$ cat src/rtl/inst_fetch_queue.sv
// Circular FIFO of (pc, instruction) pairs between the i-cache output and the i2d register.
// Fetch can run up to DEPTH instructions ahead of decode; flush empties the queue in one cycle.
module inst_fetch_queue #(
    parameter int DEPTH      = 4,
    parameter int ADDR_WIDTH = 32,
    parameter int DATA_WIDTH = 32,
    parameter int CNT_WIDTH  = $clog2(DEPTH + 1)
) (
    input  logic                  clk,
    input  logic                  rst_n,
    input  logic                  enq_valid,
    input  logic [ADDR_WIDTH-1:0] enq_pc,
    input  logic [DATA_WIDTH-1:0] enq_data,
    output logic                  enq_ready,
    output logic                  deq_valid,
    output logic [ADDR_WIDTH-1:0] deq_pc,
    output logic [DATA_WIDTH-1:0] deq_data,
    input  logic                  deq_ready,
    input  logic                  flush,
    output logic [CNT_WIDTH-1:0]  count
);

    localparam int PTR_WIDTH = $clog2(DEPTH);
    localparam logic [CNT_WIDTH-1:0] FULL_COUNT = CNT_WIDTH'(DEPTH);

    logic [ADDR_WIDTH-1:0] pc_mem_r   [DEPTH];
    logic [DATA_WIDTH-1:0] data_mem_r [DEPTH];
    logic [PTR_WIDTH-1:0]  rd_ptr_r;
    logic [PTR_WIDTH-1:0]  wr_ptr_r;
    logic [CNT_WIDTH-1:0]  count_r;

    logic full_s;
    logic empty_s;
    logic enq_fire_s;
    logic deq_fire_s;
    logic [CNT_WIDTH-1:0] count_nxt_s;

    // Handshake qualification; flush suppresses both sides.
    always_comb begin
        full_s     = (count_r == FULL_COUNT);
        empty_s    = (count_r == {CNT_WIDTH{1'b0}});
        enq_fire_s = enq_valid && !full_s && !flush;
        deq_fire_s = !empty_s && deq_ready && !flush;
    end

    // Occupancy next-state.
    always_comb begin
        count_nxt_s = count_r;
        case ({enq_fire_s, deq_fire_s})
            2'b10:   count_nxt_s = count_r + CNT_WIDTH'(1);
            2'b01:   count_nxt_s = count_r - CNT_WIDTH'(1);
            default: count_nxt_s = count_r;
        endcase
    end

    // Pointer and count registers; power-of-two DEPTH makes the increment wrap naturally.
    always_ff @(posedge clk or negedge rst_n) begin
        if (!rst_n) begin
            rd_ptr_r <= {PTR_WIDTH{1'b0}};
            wr_ptr_r <= {PTR_WIDTH{1'b0}};
            count_r  <= {CNT_WIDTH{1'b0}};
        end else if (flush) begin
            rd_ptr_r <= {PTR_WIDTH{1'b0}};
            wr_ptr_r <= {PTR_WIDTH{1'b0}};
            count_r  <= {CNT_WIDTH{1'b0}};
        end else begin
            if (enq_fire_s) begin
                wr_ptr_r <= wr_ptr_r + PTR_WIDTH'(1);
            end
            if (deq_fire_s) begin
                rd_ptr_r <= rd_ptr_r + PTR_WIDTH'(1);
            end
            count_r <= count_nxt_s;
        end
    end

    // Storage is never cleared; validity lives entirely in count_r.
    always_ff @(posedge clk) begin
        if (enq_fire_s) begin
            pc_mem_r[wr_ptr_r]   <= enq_pc;
            data_mem_r[wr_ptr_r] <= enq_data;
        end
    end

    // Outputs derive only from registered state, so reset clears them without a clock.
    always_comb begin
        enq_ready = !full_s;
        deq_valid = !empty_s;
        count     = count_r;
        if (!empty_s) begin
            deq_pc   = pc_mem_r[rd_ptr_r];
            deq_data = data_mem_r[rd_ptr_r];
        end else begin
            deq_pc   = {ADDR_WIDTH{1'b0}};
            deq_data = {DATA_WIDTH{1'b0}};
        end
    end

endmodule

$ cat config.mk
export PLATFORM = sky130hd
export DESIGN_NAME = inst_fetch_queue
export DESIGN_NICKNAME = d
export VERILOG_FILES = /design/src/rtl/inst_fetch_queue.sv
export SDC_FILE = /design/constraint.sdc
export NUM_CORES = 1
export LEC_CHECK = 0
export CORE_ASPECT_RATIO = 1.2
export CORE_MARGIN = 10
export CORE_UTILIZATION = 40
export DETAILED_ROUTE_END_ITERATION = 7
export HOLD_SLACK_MARGIN = 0.12
export PLACE_DENSITY = 0.65
export SLEW_MARGIN = 15
export SYNTH_ARGS = -nofsm -noshare
export SYNTH_HDL_FRONTEND = slang
export SYNTH_SLANG_ARGS = --single-unit
$ cat constraint.sdc
create_clock -name clk -period 3.35 [get_ports clk]
set_clock_uncertainty 0.15 [all_clocks]
set_input_delay 0.67 -clock clk [delete_from_list [all_inputs] [get_ports clk]]
set_output_delay 0.67 -clock clk [all_outputs]
set_load 0.005 [all_outputs]
Word level (Yosys, flattened, before mapping):

Memory sizes are Yosys's and may differ from the RTL's.
Cells that the tools add are included.
Widths: inputs -> output; s select.

* register bits after elaboration: 7
* RAM bits: 256
* bits of input ports: 69
* output and inout bits: 69
* logic and storage cells: 33
* memories kept: 2

Memory list
* data_mem_r: words 4, bits a word 32, read ports 1, clocked after memory_dff 0, write ports 1, line 27 `logic [DATA_WIDTH-1:0] data_mem_r [DEPTH];`
* pc_mem_r: words 4, bits a word 32, read ports 1, clocked after memory_dff 0, write ports 1, line 26 `logic [ADDR_WIDTH-1:0] pc_mem_r [DEPTH];`

* add/sub/neg operators: 4
* equal/unequal tests: 3
* multiplexer cells: 10
* reductions and logical operators: 11

Operators with widths (number)
* $mux 32: 2
* $mux 2: 4
* $pmux 3 s2: 1
* $add 2x1->2 const B: 2
* $logic_and 1x1->1: 4
* $reduce_bool 2->1: 2
* $add 3x1->3 const B: 1
* $eq 3x3->1 const B: 1
* $logic_not 1->1: 3
* $logic_not 3->1: 1
* $mux 3: 1
* $reduce_bool 3->1: 1
* $sub 3x1->3 const B: 1
* $eq 2x1->1 const B: 1
* $eq 2x2->1 const B: 1
* $mux 1: 2

Logic depth before layout (Yosys ltp):

* depth in word-level cells: 7
* gate-level depth with buffers: 8
* gate-level depth less buffers: 7

Least setup slack after synthesis:

OpenSTA, ideal clock, no wires.

* path type: input to register
* start: input enq_valid
* end: memory data_mem_r[2][0], enable pin
* library setup time: 429 ps
* data arrival time: 2727 ps
* data required time: 2771 ps
* path slack: 44 ps
* cell stages on the path: 4
* path buffers: 1
* path through: buf_2 -> inv_1 -> nor3_1 -> and2_1

* word-level cells in the longest chain between the ends: 4

Ends and longest elaborated chain
* from (decl): line 11 `input logic enq_valid,`
* $logic_and 1x1->1 (2 in series): line 42 `enq_fire_s = enq_valid && !full_s && !flush;`
* $mux 1: line 79 `if (enq_fire_s) begin`
* $mux 1 (implied by the code): line 81 `data_mem_r[wr_ptr_r] <= enq_data;`
* to (decl): line 27

Every way passes these cells.

Final worst setup path:

* start: register rd_ptr_r[0]
* end: output deq_data[30]

* word-level cells in the longest chain between the ends: 2

Ends and longest elaborated chain
* from (decl): line 28 `logic [PTR_WIDTH-1:0] rd_ptr_r;`
* from (signal assigned): line 59 `rd_ptr_r <= {PTR_WIDTH{1'b0}};`
* from (signal assigned): line 63 `rd_ptr_r <= {PTR_WIDTH{1'b0}};`
* from (signal assigned): line 71 `rd_ptr_r <= rd_ptr_r + PTR_WIDTH'(1);`
* $mem_v2 4x32
* $mux 32: line 90 `if (!empty_s) begin`
* to (decl): line 17 `output logic [DATA_WIDTH-1:0] deq_data,`

Every way passes these cells.

==> qor.log <==
INFO  place          detailed_place.area=12190squm
INFO  clock_network  cts_max_path_buffers=3
INFO  finish         post_route_cells_drive_above_1_share=0.2034
INFO  floorplanning  placementRows=64
INFO  power_and_ir_drop netSwitchingPower=1705uW
INFO  sta            finalHoldWorstSlack=0.3086ns
INFO  setup_path     path_max_fanout=34
INFO  sta            final-setup-viol-count=0
INFO  synth          ys_warn_count=0
INFO  place          numPortBuffers=137
INFO  synth          synth_top_cells_by_area=sky130_fd_sc_hd__edfxtp_1 75%, sky130_fd_sc_hd__mux4_2 14%, sky130_fd_sc_hd__and2_1 4.2%, sky130_fd_sc_hd__dfrtp_1 1.7%, sky130_fd_sc_hd__buf_6 0.55%
INFO  power_and_ir_drop vdd_drop_max=323.7uV
INFO  place          detailedPlacementHpwl=13600um
INFO  clock_network  cts.reportedPaths.clkPinSlew=0.06ns
INFO  power_and_ir_drop power_per_cell_area=599.2nW/um^2
INFO  synth          synth-edff-count=256
INFO  sta            rsz0062_at_grt=false
INFO  synth          post_synth_inst_count=473
INFO  synth          synth.top_cell.area_share=0.7518
INFO  sta            tightestPinTransition=0.5306ns
INFO  global_route   overflow=0
INFO  status         result_of_the_run=finished clean
INFO  power_and_ir_drop internal_power=6129uW
INFO  sta            worst_max_slew_margin_expressed_relative_to_the_limit=0.6371
INFO  power_and_ir_drop share_seq_of_total_power=0.481
INFO  setup_path     cpLargestDelayFamily=buffers and inverters
INFO  routing        first_pass_iteration_count_of_the_detailed_router=4
INFO  routing        route.antenna.remaining_nets=0
INFO  synth          postSynthAreaPerCell=21.62squm
INFO  global_route   grt_pass1_wl=33280um
INFO  sta            fmax=307.3MHz
INFO  power_and_ir_drop switching_fraction=0.2176
INFO  setup_path     path_buf_inv=2
INFO  synth          synth-main-ff-cell=sky130_fd_sc_hd__edfxtp_1
INFO  finish         post-route-cell-area=13080squm
INFO  clock_network  insertion_delay=0.50ns
INFO  floorplanning  coreArea=25380squm
INFO  sta            final_max_slew_viol_count=0
INFO  routing        first_iter_violations=260
INFO  sta            fin_setup_tns=0ns
INFO  power_and_ir_drop comb_power_share=0.161
INFO  synth          synth_area_leader=sky130_fd_sc_hd__edfxtp_1
INFO  floorplanning  overall_die_area=32380squm
INFO  sta            final_period_minus_worst_setup_slack=3.254ns
INFO  clock_network  numCtsBuffers=25
INFO  finish         layout.filler_cells=2010
INFO  synth          netlist_area=10220squm
INFO  finish         areaGrowthSynthToFinish=27.88%
INFO  setup_path     critical_path.startpoint_type=flop
INFO  place          finalWeightedCongestion=0.7194
INFO  job            timing.max_cap.violations=0
INFO  routing        via_per_inst=5.157
INFO  routing        wl_per_cell=21.95um
INFO  clock_network  cts_tree=yes
INFO  setup_path     critical_path_class=flop to output pin
INFO  synth          ys_top_cells_by_count=256 x sky130_fd_sc_hd__edfxtp_1, 68 x sky130_fd_sc_hd__and2_1, 64 x sky130_fd_sc_hd__mux4_2
INFO  synth          synth_unique_cells=33
INFO  global_route   grtUsageTotal=0.1291
INFO  floorplanning  die_w=166.0um
INFO  floorplanning  initial_core_util=0.4028
INFO  min_path       worst_hold_path_type=input pin to asynchronous set/reset pin
INFO  synth          synth.most_common_cell=sky130_fd_sc_hd__edfxtp_1
INFO  clock_network  cts.sinks=263
INFO  routing        drt_drc_violations_left=0
INFO  setup_path     slowest_stage=sky130_fd_sc_hd__mux4_2
INFO  synth          syn-num-nets=547
INFO  routing        finalWirelength=21510um
INFO  global_route   first_global_vias=5630
INFO  sta            period_share=0.9714
INFO  clock_network  number_of_h_tree_levels=1
INFO  floorplanning  die-height=195.1um
INFO  clock_network  clock-root-buffer=sky130_fd_sc_hd__clkbuf_16
INFO  synth          postSynthRegisterBits=263
INFO  power_and_ir_drop static-leakage-power=0.004360uW
INFO  global_route   grt_start_max_net_pins=40
INFO  setup_path     max_stage_delay=0.55ns
INFO  sta            timing_hold_violations_final=0
INFO  setup_path     required=2.53ns
INFO  synth          ys_async_sr_fraction=0.02662
INFO  floorplanning  floorplan.io_pins=138
INFO  power_and_ir_drop clock_network_fraction_of_design_power=0.358
INFO  routing        route.vias.total=5054
INFO  setup_path     setup.worst_path.end_class=output pin
INFO  finish         layout.nets=705
INFO  setup_path     critical_path_cell_list=buf_16, mux4_2, and2_1, clkdlybuf4s50_1
INFO  setup_path     cp_data_arrival_time=2.43ns
INFO  global_route   grt_antenna_before_repair=3
INFO  synth          yosysSeqAreaShare=0.7690
==> layout make-up <==
class	instances	area, sq um	share of cell area
Multi-Input combinational cell	178	2215	0.1694
Inverter	6	22.52	0.001722
Clock inverter	17	182.7	0.01397
Clock buffer	28	636.9	0.04871
Tap cell	330	412.9	0.03158
Timing Repair Buffer	157	1729	0.1322
Antenna cell	1	2.502	0.0001914
Sequential cell	263	7874	0.6022
==> per-layer routing <==
metal | part of all wire | vias up | wire, um | track usage
met4 | 0.014 | 4 | 296 | 0.03022
li1 | - | 2231 | - | -
met5 | 0.0011 | - | 24 | 0
met3 | 0.056 | 26 | 1208 | 0.03395
met2 | 0.52 | 135 | 11130 | 0.2245
met1 | 0.41 | 2658 | 8849 | 0.1574
==> power by group through the flow <==
stage	sequential (uW)	combinational [uW]	clock, uW
2_1_floorplan	3820	630	0
5_1_grt	3780	1380	3010
6_report	3770	1260	2800
3_5_place_dp	3840	1290	0
4_1_cts	3770	1310	2880
3_3_place_gp	3820	1270	0
==> sequential cells by signal (all words and copies together) (netlist names) <==
| register | cells |
|---|---|
| count | 3 |
| data_mem_r | 128 |
| pc_mem_r | 128 |
| rd_ptr_r | 2 |
| wr_ptr_r | 2 |
==> cell usage in the layout (no fill, tap or decap), drive strengths merged, types with 6 or more instances in the layout <==
cell type,instances
buf,20
clkdlybuf4s50,122
and2,68
inv,6
clkinv,11
dlymetal6s2s,15
dfrtp,7
clkbuf,28
edfxtp,256
mux4,64
==> what timing repair did <==
action | 4_1_cts | 5_1_grt
buffers inserted | 0 | 0
hold buffers | 0 | 0
endpoints found under the hold margin | 0 | 0
setup endpoints to repair | 50 | 51
pin swaps | 1 | 0
gates resized for setup | 4 | 18
cloned | 1 | 0
==> path summary, 6_finish.rpt <==
kind / slack, ns / to / cells after the start / from
max in group asynchronous: 2.43 / rd_ptr_r[0] / 1 / rst_n
hold / removal: 0.31 / count[1] / 1 / rst_n
setup reg to reg: 0.90 / count[1] / 5 / count[1]
min in group clk: 0.45 / wr_ptr_r[0] / 2 / wr_ptr_r[0]
setup / recovery: 0.1 / deq_data[30] / 4 / rd_ptr_r[0]
hold reg to reg: 0.45 / wr_ptr_r[0] / 2 / wr_ptr_r[0]
==> per-stage QoR <==
stage               std cells  total power (uW)  setup WS, ns    util
global route              980              8158      0.001486  0.5151
floorplan                 473              4448       0.04427       -
CTS                       979              7960      0.006636  0.5131
global placement          933              5097        0.3807  0.4800
detailed placement        933              5129        0.2891  0.4800
finish                    980              7834       0.09590  0.5151
==> logic make-up (layout without fill, tap and decap cells) <==
family,Yosys count,in the layout,share of synthesized area
xor+xnor,3,3,0.002570
fa+ha+maj,5,5,0.006853
other cells,0,1,0
simple gates,88,89,0.05213
mux,64,64,0.1410
flops,263,263,0.7690
buf+inv,33,208,0.01750
compound gates,17,17,0.01101
Power figures use the tool's default switching activity.
